## src/rtl/cache_axi_bridge.sv

```systemverilog
// -----------------------------------------------------------------------------
// cache_axi_bridge
// Purpose : AXI4 master for the cache request pipeline. Accepts one cache
//           request (load/store, block/word), runs the matching AXI4 read
//           (AR/R) or write (AW/W/B) transaction, returns read data and a
//           one-cycle task_finish pulse.
// Ports   :
//   clk, rstn                 clock, synchronous active-low reset
//   req[2:0]                  0 NONE, 1 LOAD_BLOCK, 2 LOAD_WORD,
//                             3 WRITE_BLOCK, 4 WRITE_WORD, others NONE
//   ad, cached                request address, cacheable attribute
//   wblock, wword, wword_en   store data / byte strobes
//   rword_en                  byte enables for LOAD_WORD (selects arsize)
//   ready                     one-cycle accept pulse
//   task_finish               one-cycle completion pulse
//   rblock, rword             assembled read block / read word
//   ar*, r*, aw*, w*, b*      AXI4 master channels (32-bit addr and data)
// -----------------------------------------------------------------------------
module cache_axi_bridge #(
   parameter int BLOCK_WORDS = 4,
   parameter int AXI_ID      = 0
) (
   input  logic                      clk,
   input  logic                      rstn,
   input  logic [2:0]                req,
   input  logic [31:0]               ad,
   input  logic                      cached,
   input  logic [32*BLOCK_WORDS-1:0] wblock,
   input  logic [31:0]               wword,
   input  logic [3:0]                wword_en,
   input  logic [3:0]                rword_en,
   output logic                      ready,
   output logic                      task_finish,
   output logic [32*BLOCK_WORDS-1:0] rblock,
   output logic [31:0]               rword,
   output logic [3:0]                arid,
   output logic [31:0]               araddr,
   output logic [7:0]                arlen,
   output logic [2:0]                arsize,
   output logic [1:0]                arburst,
   output logic [3:0]                arcache,
   output logic                      arvalid,
   input  logic                      arready,
   input  logic [31:0]               rdata,
   input  logic [1:0]                rresp,
   input  logic                      rlast,
   input  logic                      rvalid,
   output logic                      rready,
   output logic [3:0]                awid,
   output logic [31:0]               awaddr,
   output logic [7:0]                awlen,
   output logic [2:0]                awsize,
   output logic [1:0]                awburst,
   output logic [3:0]                awcache,
   output logic                      awvalid,
   input  logic                      awready,
   output logic [31:0]               wdata,
   output logic [3:0]                wstrb,
   output logic                      wlast,
   output logic                      wvalid,
   input  logic                      wready,
   input  logic [1:0]                bresp,
   input  logic                      bvalid,
   output logic                      bready
);

   localparam int IDX_W = $clog2(BLOCK_WORDS);

   localparam logic [2:0] REQ_LOAD_BLOCK  = 3'd1;
   localparam logic [2:0] REQ_LOAD_WORD   = 3'd2;
   localparam logic [2:0] REQ_WRITE_BLOCK = 3'd3;
   localparam logic [2:0] REQ_WRITE_WORD  = 3'd4;

   // Low address bits cleared for block operations (block-aligned burst).
   localparam logic [31:0] BLOCK_MASK = 32'(4*BLOCK_WORDS - 1);

   typedef enum logic [2:0] {
      ST_IDLE = 3'd0,
      ST_AR   = 3'd1,
      ST_R    = 3'd2,
      ST_WR   = 3'd3,
      ST_B    = 3'd4,
      ST_DONE = 3'd5
   } state_t;

   state_t                    state_r, state_s;
   logic [2:0]                req_r;
   logic [31:0]               addr_r;
   logic                      cached_r;
   logic [32*BLOCK_WORDS-1:0] wblock_r;
   logic [31:0]               wword_r;
   logic [3:0]                wword_en_r;
   logic [3:0]                rword_en_r;
   logic [IDX_W-1:0]          rk_r;
   logic [IDX_W-1:0]          wk_r;
   logic                      aw_done_r;
   logic                      w_done_r;
   logic                      ready_r;
   logic [32*BLOCK_WORDS-1:0] rblock_r;
   logic [31:0]               rword_r;

   logic                      req_valid_s;
   logic                      req_load_s;
   logic                      req_block_s;
   logic                      is_block_s;
   logic                      is_load_word_s;
   logic                      aw_hs_s;
   logic                      w_hs_s;
   logic                      aw_fin_s;
   logic                      w_fin_s;
   logic [31:0]               wdata_s;
   logic                      wlast_s;
   logic                      unused_resp_s;

   // Responses are not acted upon: error responses complete like OKAY.
   assign unused_resp_s = ^{rresp, bresp};

   // Narrowest transfer size covering the requested byte lanes.
   function automatic logic [2:0] size_from_en(input logic [3:0] en);
      logic [2:0] size;
      case (en)
         4'b0001, 4'b0010, 4'b0100, 4'b1000: size = 3'd0;
         4'b0011, 4'b1100:                   size = 3'd1;
         default:                            size = 3'd2;
      endcase
      return size;
   endfunction

   assign req_valid_s = (req >= REQ_LOAD_BLOCK) && (req <= REQ_WRITE_WORD);
   assign req_load_s  = (req == REQ_LOAD_BLOCK) || (req == REQ_LOAD_WORD);
   assign req_block_s = (req == REQ_LOAD_BLOCK) || (req == REQ_WRITE_BLOCK);

   assign is_block_s     = (req_r == REQ_LOAD_BLOCK) || (req_r == REQ_WRITE_BLOCK);
   assign is_load_word_s = (req_r == REQ_LOAD_WORD);

   assign aw_hs_s  = awvalid && awready;
   assign w_hs_s   = wvalid && wready;
   assign aw_fin_s = aw_done_r || aw_hs_s;
   assign w_fin_s  = w_done_r || (w_hs_s && wlast_s);

   // Write beat data / last flag selected by the beat counter.
   always_comb begin
      wdata_s = wword_r;
      wlast_s = 1'b1;
      if (is_block_s) begin
         wlast_s = (wk_r == IDX_W'(BLOCK_WORDS - 1));
         for (int i = 0; i < BLOCK_WORDS; i++) begin
            if (wk_r == IDX_W'(i)) begin
               wdata_s = wblock_r[32*i +: 32];
            end else begin
               wdata_s = wdata_s;
            end
         end
      end else begin
         wdata_s = wword_r;
         wlast_s = 1'b1;
      end
   end

   // State register.
   always_ff @(posedge clk) begin
      if (!rstn) begin
         state_r <= ST_IDLE;
      end else begin
         state_r <= state_s;
      end
   end

   // Next-state logic.
   always_comb begin
      state_s = state_r;
      case (state_r)
         ST_IDLE: begin
            if (req_valid_s) begin
               state_s = req_load_s ? ST_AR : ST_WR;
            end else begin
               state_s = ST_IDLE;
            end
         end
         ST_AR: begin
            if (arready) begin
               state_s = ST_R;
            end else begin
               state_s = ST_AR;
            end
         end
         ST_R: begin
            // rlast ends the burst regardless of how many beats were counted.
            if (rvalid && rlast) begin
               state_s = ST_DONE;
            end else begin
               state_s = ST_R;
            end
         end
         ST_WR: begin
            if (aw_fin_s && w_fin_s) begin
               state_s = ST_B;
            end else begin
               state_s = ST_WR;
            end
         end
         ST_B: begin
            if (bvalid) begin
               state_s = ST_DONE;
            end else begin
               state_s = ST_B;
            end
         end
         ST_DONE: state_s = ST_IDLE;
         default: state_s = ST_IDLE;
      endcase
   end

   // Request capture, beat counters, channel-done flags and read data.
   always_ff @(posedge clk) begin
      if (!rstn) begin
         req_r      <= 3'd0;
         addr_r     <= 32'd0;
         cached_r   <= 1'b0;
         wblock_r   <= '0;
         wword_r    <= 32'd0;
         wword_en_r <= 4'd0;
         rword_en_r <= 4'd0;
         rk_r       <= '0;
         wk_r       <= '0;
         aw_done_r  <= 1'b0;
         w_done_r   <= 1'b0;
         ready_r    <= 1'b0;
         rblock_r   <= '0;
         rword_r    <= 32'd0;
      end else begin
         ready_r <= (state_r == ST_IDLE) && req_valid_s;
         if ((state_r == ST_IDLE) && req_valid_s) begin
            req_r      <= req;
            addr_r     <= req_block_s ? (ad & ~BLOCK_MASK) : ad;
            cached_r   <= cached;
            wblock_r   <= wblock;
            wword_r    <= wword;
            wword_en_r <= wword_en;
            rword_en_r <= rword_en;
            rk_r       <= '0;
            wk_r       <= '0;
            aw_done_r  <= 1'b0;
            w_done_r   <= 1'b0;
         end
         if ((state_r == ST_R) && rvalid) begin
            for (int i = 0; i < BLOCK_WORDS; i++) begin
               if (rk_r == IDX_W'(i)) begin
                  rblock_r[32*i +: 32] <= rdata;
               end
            end
            rk_r <= rk_r + IDX_W'(1);
            if (is_load_word_s) begin
               rword_r <= rdata;
            end
         end
         if (state_r == ST_WR) begin
            if (aw_hs_s) begin
               aw_done_r <= 1'b1;
            end
            if (w_hs_s) begin
               if (wlast_s) begin
                  w_done_r <= 1'b1;
               end else begin
                  wk_r <= wk_r + IDX_W'(1);
               end
            end
         end
      end
   end

   assign ready       = ready_r;
   assign task_finish = (state_r == ST_DONE);
   assign rblock      = rblock_r;
   assign rword       = rword_r;

   assign arid    = 4'(AXI_ID);
   assign araddr  = addr_r;
   assign arlen   = is_block_s ? 8'(BLOCK_WORDS - 1) : 8'd0;
   assign arsize  = is_block_s ? 3'd2 : size_from_en(rword_en_r);
   assign arburst = 2'b01;
   assign arcache = cached_r ? 4'b1111 : 4'b0000;
   assign arvalid = (state_r == ST_AR);
   assign rready  = (state_r == ST_R);

   assign awid    = 4'(AXI_ID);
   assign awaddr  = addr_r;
   assign awlen   = is_block_s ? 8'(BLOCK_WORDS - 1) : 8'd0;
   assign awsize  = 3'd2;
   assign awburst = 2'b01;
   assign awcache = cached_r ? 4'b1111 : 4'b0000;
   assign awvalid = (state_r == ST_WR) && !aw_done_r;

   assign wdata  = wdata_s;
   assign wstrb  = is_block_s ? 4'hF : wword_en_r;
   assign wlast  = wlast_s;
   assign wvalid = (state_r == ST_WR) && !w_done_r;
   assign bready = (state_r == ST_B);

endmodule

```

## config.mk

```make
export PLATFORM = sky130hd
export DESIGN_NAME = cache_axi_bridge
export DESIGN_NICKNAME = d
export VERILOG_FILES = /design/src/rtl/cache_axi_bridge.sv
export SDC_FILE = /design/constraint.sdc
export NUM_CORES = 1
export LEC_CHECK = 0
export ABC_AREA = 1
export CAP_MARGIN = 15
export CORE_AREA = 2 2 219 221
export CTS_CLUSTER_DIAMETER = 100
export CTS_CLUSTER_SIZE = 24
export DETAILED_ROUTE_END_ITERATION = 6
export DIE_AREA = 0 0 221 223
export GPL_ROUTABILITY_DRIVEN = 1
export PLACE_DENSITY = 0.65
export SLEW_MARGIN = 5
export SYNTH_ARGS = -nofsm -noshare
export SYNTH_HDL_FRONTEND = slang
export SYNTH_SLANG_ARGS = --single-unit
```

## constraint.sdc

```tcl
create_clock -name clk -period 2.4 [get_ports clk]
set_input_delay 0.36 -clock clk [delete_from_list [all_inputs] [get_ports clk]]
set_output_delay 0.36 -clock clk [all_outputs]
set_load 0.02 [all_outputs]
```

[After elaboration in Yosys (flattened, before gate mapping)]
Index checks and enable logic that the tools add are counted.
Word-level totals
  bits in registers: 374
  input port bits: 248
  logic and storage cells: 105
Cells by class
  add/sub/neg operators: 2
  order comparisons: 2
  eq/ne operators: 23
  multiplexer cells: 32
  reduce and logical (&&, ||, !) cells: 28
Operators by type and width (number)
  32-bit 2-to-1 mux: 5
  2-bit 2-to-1 mux: 10
  3-bit by 2-bit equality test with 1-bit output, second input constant: 6
  3-bit case mux with 5 select lines: 1
  4-bit 2-to-1 mux: 3
  1-bit logical AND: 10
  2-bit AND reduction: 5
  3-bit by 1-bit equality test with 1-bit output, second input constant: 3
  1-bit 2-to-1 mux: 9
  3-bit 2-to-1 mux: 3
  2-bit equality test, second input constant: 4
  4-bit by 2-bit equality test with 1-bit output, second input constant: 2
  4-bit equality test, second input constant: 2
  3-bit equality test, second input constant: 2
  1-bit logical OR: 5
  2-bit by 1-bit adder with 2-bit output, second input constant: 2
  2-bit by 1-bit equality test with 1-bit output, second input constant: 2
  4-bit by 1-bit equality test with 1-bit output, second input constant: 1
  4-bit by 3-bit equality test with 1-bit output, second input constant: 1
  2-bit zero test: 2
  2-bit case mux with 2 select lines: 1
  4-bit OR reduction: 1
  3-bit by 1-bit >= comparator with 1-bit output, second input constant: 1
  3-bit less-or-equal comparator, second input constant: 1
  4 further kinds: 5

[Depth between registers and ports, before layout]
  word-level depth: 8
  mapped depth: 10
  depth with buffers taken out: 8

[Least setup slack after synthesis]
No wires, ideal clock.
  path kind: reg2out
  start: reg wk_r[0]
  end: out wdata[19]
  data arrival time: 1856 ps
  data required time: 2040 ps
  path slack: 184 ps
  cell stages (with the launch flop): 9
  path through: dfxtp_1 inv_1 ha_1 clkbuf_1 inv_1 buf_2 clkbuf_1 o21ai_0 o21ai_0
On the way
  cells in the longest elaborated chain, start to end: 6
  elaborated cells on any way between the ends: 9
RTL lines
  from (decl): line 95  | logic [IDX_W-1:0] wk_r;
  from (signal assigned): line 265  | wk_r <= wk_r + IDX_W'(1);
  2-bit zero test: line 148  | if (wk_r == IDX_W'(i)) begin
  32-bit 2-to-1 mux (3 in a row): line 148
  32-bit 2-to-1 mux (*): line 148
  32-bit 2-to-1 mux (*): line 145  | if (is_block_s) begin
  to (decl): line 57  | output logic [31:0] wdata,
Mark *: on every way between the ends. The rest lies on a longest branch, timed or not.

[Worst setup path in the final report]
  start: reg wk_r[0]
  end: out wdata[27]
The elaborated chain is that of the path after synthesis.

==> out/qor.txt <==
FLOORPLANNING
--------------------------------------------------------------------------------
Floorplan core area                                                  47,100 um^2
Number of top-level design ports                                             558
Count of standard-cell rows                                                   80
Die Area                                                             49,300 um^2
Die width                                                                 221 um
Die Y-Extent                                                              223 um
Starting density of the core                                               0.330

SYNTHESIS
--------------------------------------------------------------------------------
Post-synthesis cell area                                             15,600 um^2
Synthesis Warnings                                                             0
Distinct cell type count of the synthesized netlist                           27
Post-Syn Area per Cell                                                 7.48 um^2
Most area-consuming cells after synthesis                           sky130_fd_sc_hd__dfxtp_1, sky130_fd_sc_hd__o21ai_0, sky130_fd_sc_hd__a21oi_1, sky130_fd_sc_hd__nor2_1, sky130_fd_sc_hd__nand2_1
Proportion of synthesized chip area in sequential cells                    0.481
Largest area contributor in the netlist                             sky130_fd_sc_hd__dfxtp_1
Cell count after synthesis                                                 2,079
Area fraction of the dominant cell type after synthesis                    0.481
Register bit total from synthesis                                            374

STA
--------------------------------------------------------------------------------
Final count of negative-setup-slack endpoints                                 30
Smallest setup slack after layout                                      -0.193 ns
Worst slew pin tran                                                     0.569 ns
Setup repair after global routing missed its margin                          yes
Final hold violation count                                                     0
Final Critical Period                                                    2.59 ns
Final number of max-transition violations                                      0
Maximum clock skew at final layout                                     0.0229 ns
Final period utilization                                                    1.08
Worst rel slew slack                                                       0.620
Peak clock frequency supported by timing                               0.386 GHz

WORST SETUP PATH
--------------------------------------------------------------------------------
Startpoint class of the critical path                                       flop
CP endpoint kind                                                      output pin
Arrival @ worst endpoint                                                 2.23 ns
Critical path type                                                       reg2out
Crit path required time                                                  2.04 ns
Largest fanout on the critical path                                            5

LAYOUT
--------------------------------------------------------------------------------
Highest-count cells in the layout ignoring fill and taps            sky130_fd_sc_hd__clkdlybuf4s50_1, sky130_fd_sc_hd__dfxtp_1, sky130_fd_sc_hd__o21ai_0, sky130_fd_sc_hd__a21oi_1, sky130_fd_sc_hd__nor2_1
Most common cell after layout, fill and taps aside                  sky130_fd_sc_hd__clkdlybuf4s50_1
Fraction of layout instances using a drive strength above 1               0.0825
Finished layout cell area                                            22,400 um^2
Non-filler cells, final                                                    3,131
Final core area utilization                                                0.475
Final net count                                                            2,760
Synthesis-to-layout area growth                                            44.0%

DETAILED ROUTING
--------------------------------------------------------------------------------
Total length of routed met3 wires                                        5.68 mm
Met2 Wirelength                                                          27.3 mm
Routed vias/inst                                                            5.06
Per-cell routed wire length                                              19.1 um
Post-route met1 wirelength                                               24.9 mm
Post-route ant nets                                                            0
Via count of the routed design                                            15,800
First DRT Iteration DRCs                                                   1,445
Max layer used                                                              met5
DRC violation count after routing                                              0
Wire length after detailed routing                                       59.9 mm
Pre-antenna DRT Iters                                                          6

HOLD PATH
--------------------------------------------------------------------------------
Hold crit path type                                                       in2reg

PLACEMENT
--------------------------------------------------------------------------------
Final Wtd Congestion                                                       0.892
Placed standard-cell area                                            21,000 um^2
Count of placed standard cells including taps                              3,066
Worst-case setup slack after placement                                 -0.212 ns
Count of buffers inserted at the top-level ports                             525
Detailed placer's ending HPWL                                            41.2 mm

RUN
--------------------------------------------------------------------------------
Maximum capacitance violations                                                 0

CTS
--------------------------------------------------------------------------------
CTS tree                                                                    done
H-Tree Level Count                                                             1
Clock transition at the registers of the reported paths                  0.10 ns
Largest buffer count on any clock path                                         3
Post-CTS Hold Fix Bufs                                                         0
Number of buffers inserted during clock tree synthesis                        20
TritonCTS sink count                                                         374
Latest clock arrival within the worst-skew pair                          0.56 ns
Root buffer cell                                                    sky130_fd_sc_hd__clkbuf_16

STATUS
--------------------------------------------------------------------------------
Violated checks                                                     setup timing
Run status                                                          finished, violations left

GLOBAL ROUTE
--------------------------------------------------------------------------------
Gr ovfl total                                                                  0
Number of antenna violations at the first check in global routing             10
Global-route usage over all layers                                         0.228
Maximum number of pins on one net before global-route repair                 153
Number of global-route vias before repair                                 14,700
Global-route wire length before repair                                   89.3 mm

POWER
--------------------------------------------------------------------------------
Leakage Power                                                            8.24 nW
IR Drop Worst-Case VDD                                                  0.514 mV
Areal power density over the cells                                   725 nW/um^2
Total Power                                                              16.2 mW

cell families after synthesis:
logic type,after synthesis,share of synthesized area
other cells,2,0.000483
fa+ha+maj,8,0.00643
simple gates,650,0.170
buf+inv,372,0.121
compound gates,673,0.221
flops,374,0.481
state kept, by name (all words and copies together) (netlist names), 2 cells and up:
register,count
rk_r,2
wk_r,2
araddr,32
wword_r,32
wword_en_r,4
rword_en_r,4
wblock_r,128
state_r,3
rword,32
rblock,128
req_r,3
synth_stat cells:
master / n
sky130_fd_sc_hd__buf_6: 20
sky130_fd_sc_hd__nor3_4: 1
sky130_fd_sc_hd__o21ai_1: 21
sky130_fd_sc_hd__nor3_1: 4
sky130_fd_sc_hd__clkbuf_2: 1
sky130_fd_sc_hd__nand3_1: 146
sky130_fd_sc_hd__a21oi_1: 274
sky130_fd_sc_hd__nor4_1: 1
sky130_fd_sc_hd__a21boi_0: 1
sky130_fd_sc_hd__nor2_2: 1
sky130_fd_sc_hd__inv_2: 7
sky130_fd_sc_hd__inv_1: 125
sky130_fd_sc_hd__o21ai_0: 351
sky130_fd_sc_hd__a21o_1: 1
sky130_fd_sc_hd__nand2_2: 1
sky130_fd_sc_hd__buf_2: 34
sky130_fd_sc_hd__dfxtp_1: 374
sky130_fd_sc_hd__buf_1: 4
sky130_fd_sc_hd__conb_1: 2
sky130_fd_sc_hd__clkbuf_1: 105
sky130_fd_sc_hd__o211ai_1: 25
sky130_fd_sc_hd__nand2_1: 236
sky130_fd_sc_hd__nor2_1: 260
sky130_fd_sc_hd__buf_4: 74
sky130_fd_sc_hd__ha_1: 8
sky130_fd_sc_hd__buf_8: 1
sky130_fd_sc_hd__clkinv_1: 1
metal layers:
metal,up-vias,global-route usage
met5,-,0
met4,4,0.0853
met3,98,0.0657
met2,696,0.358
met1,7433,0.298
li1,7607,-
power breakdown:
part	total [mW]	internal (mW)	switching [mW]	leakage, nW
sequential	7.31	6.90	0.403	3.06
combinational	5.04	2.09	2.95	4.89
clock	3.89	1.72	2.17	0.292
metrics by stage:
step           setup TNS, ns  hold WS [ns]
5_1_grt                -6.30         0.206
2_1_floorplan              0         0.425
3_3_place_gp           -1.14         0.436
6_report               -3.11         0.220
3_5_place_dp           -1.75         0.441
4_1_cts                -3.22         0.188
worst paths after layout:
path / start / end / slack, ns / cells after the start
setup / recovery: wk_r[0] / wdata[27] / -0.19 / 10
hold / removal: rstn / wblock_r[93] / 0.22 / 3
setup reg to reg: state_r[0] / wblock_r[48] / 0.37 / 7
hold reg to reg: wblock_r[34] / wblock_r[34] / 0.45 / 2
timing repair:
action,4_1_cts,5_1_grt
buffers inserted,16,7
resized for setup,289,64
cloned,12,2
hold endpoints to repair,0,0
endpoints found under the setup margin,43,37
pin swaps,32,29
worst max-delay path, cell delays in order (launching register included):
cell and delay (ns):
sky130_fd_sc_hd__dfxtp_2 0.36, sky130_fd_sc_hd__buf_6 0.11, sky130_fd_sc_hd__ha_4 0.16, sky130_fd_sc_hd__inv_8 0.04
sky130_fd_sc_hd__buf_12 0.13, sky130_fd_sc_hd__buf_12 0.12, sky130_fd_sc_hd__buf_16 0.13, sky130_fd_sc_hd__o211ai_1 0.18
sky130_fd_sc_hd__o21ai_1 0.11, sky130_fd_sc_hd__o21ai_2 0.19, sky130_fd_sc_hd__buf_6 0.15
cell type report:
type	instances	area, um^2
Timing Repair Buffer	616	6520
Inverter	133	522
Clock inverter	4	71.3
Clock buffer	22	529
Fill cell	4565	24700
Antenna cell	8	20.0
Tap cell	615	769
Multi-Input combinational cell	1359	6480
Sequential cell	374	7490
Note: power is estimated with default switching activity, not from simulation.
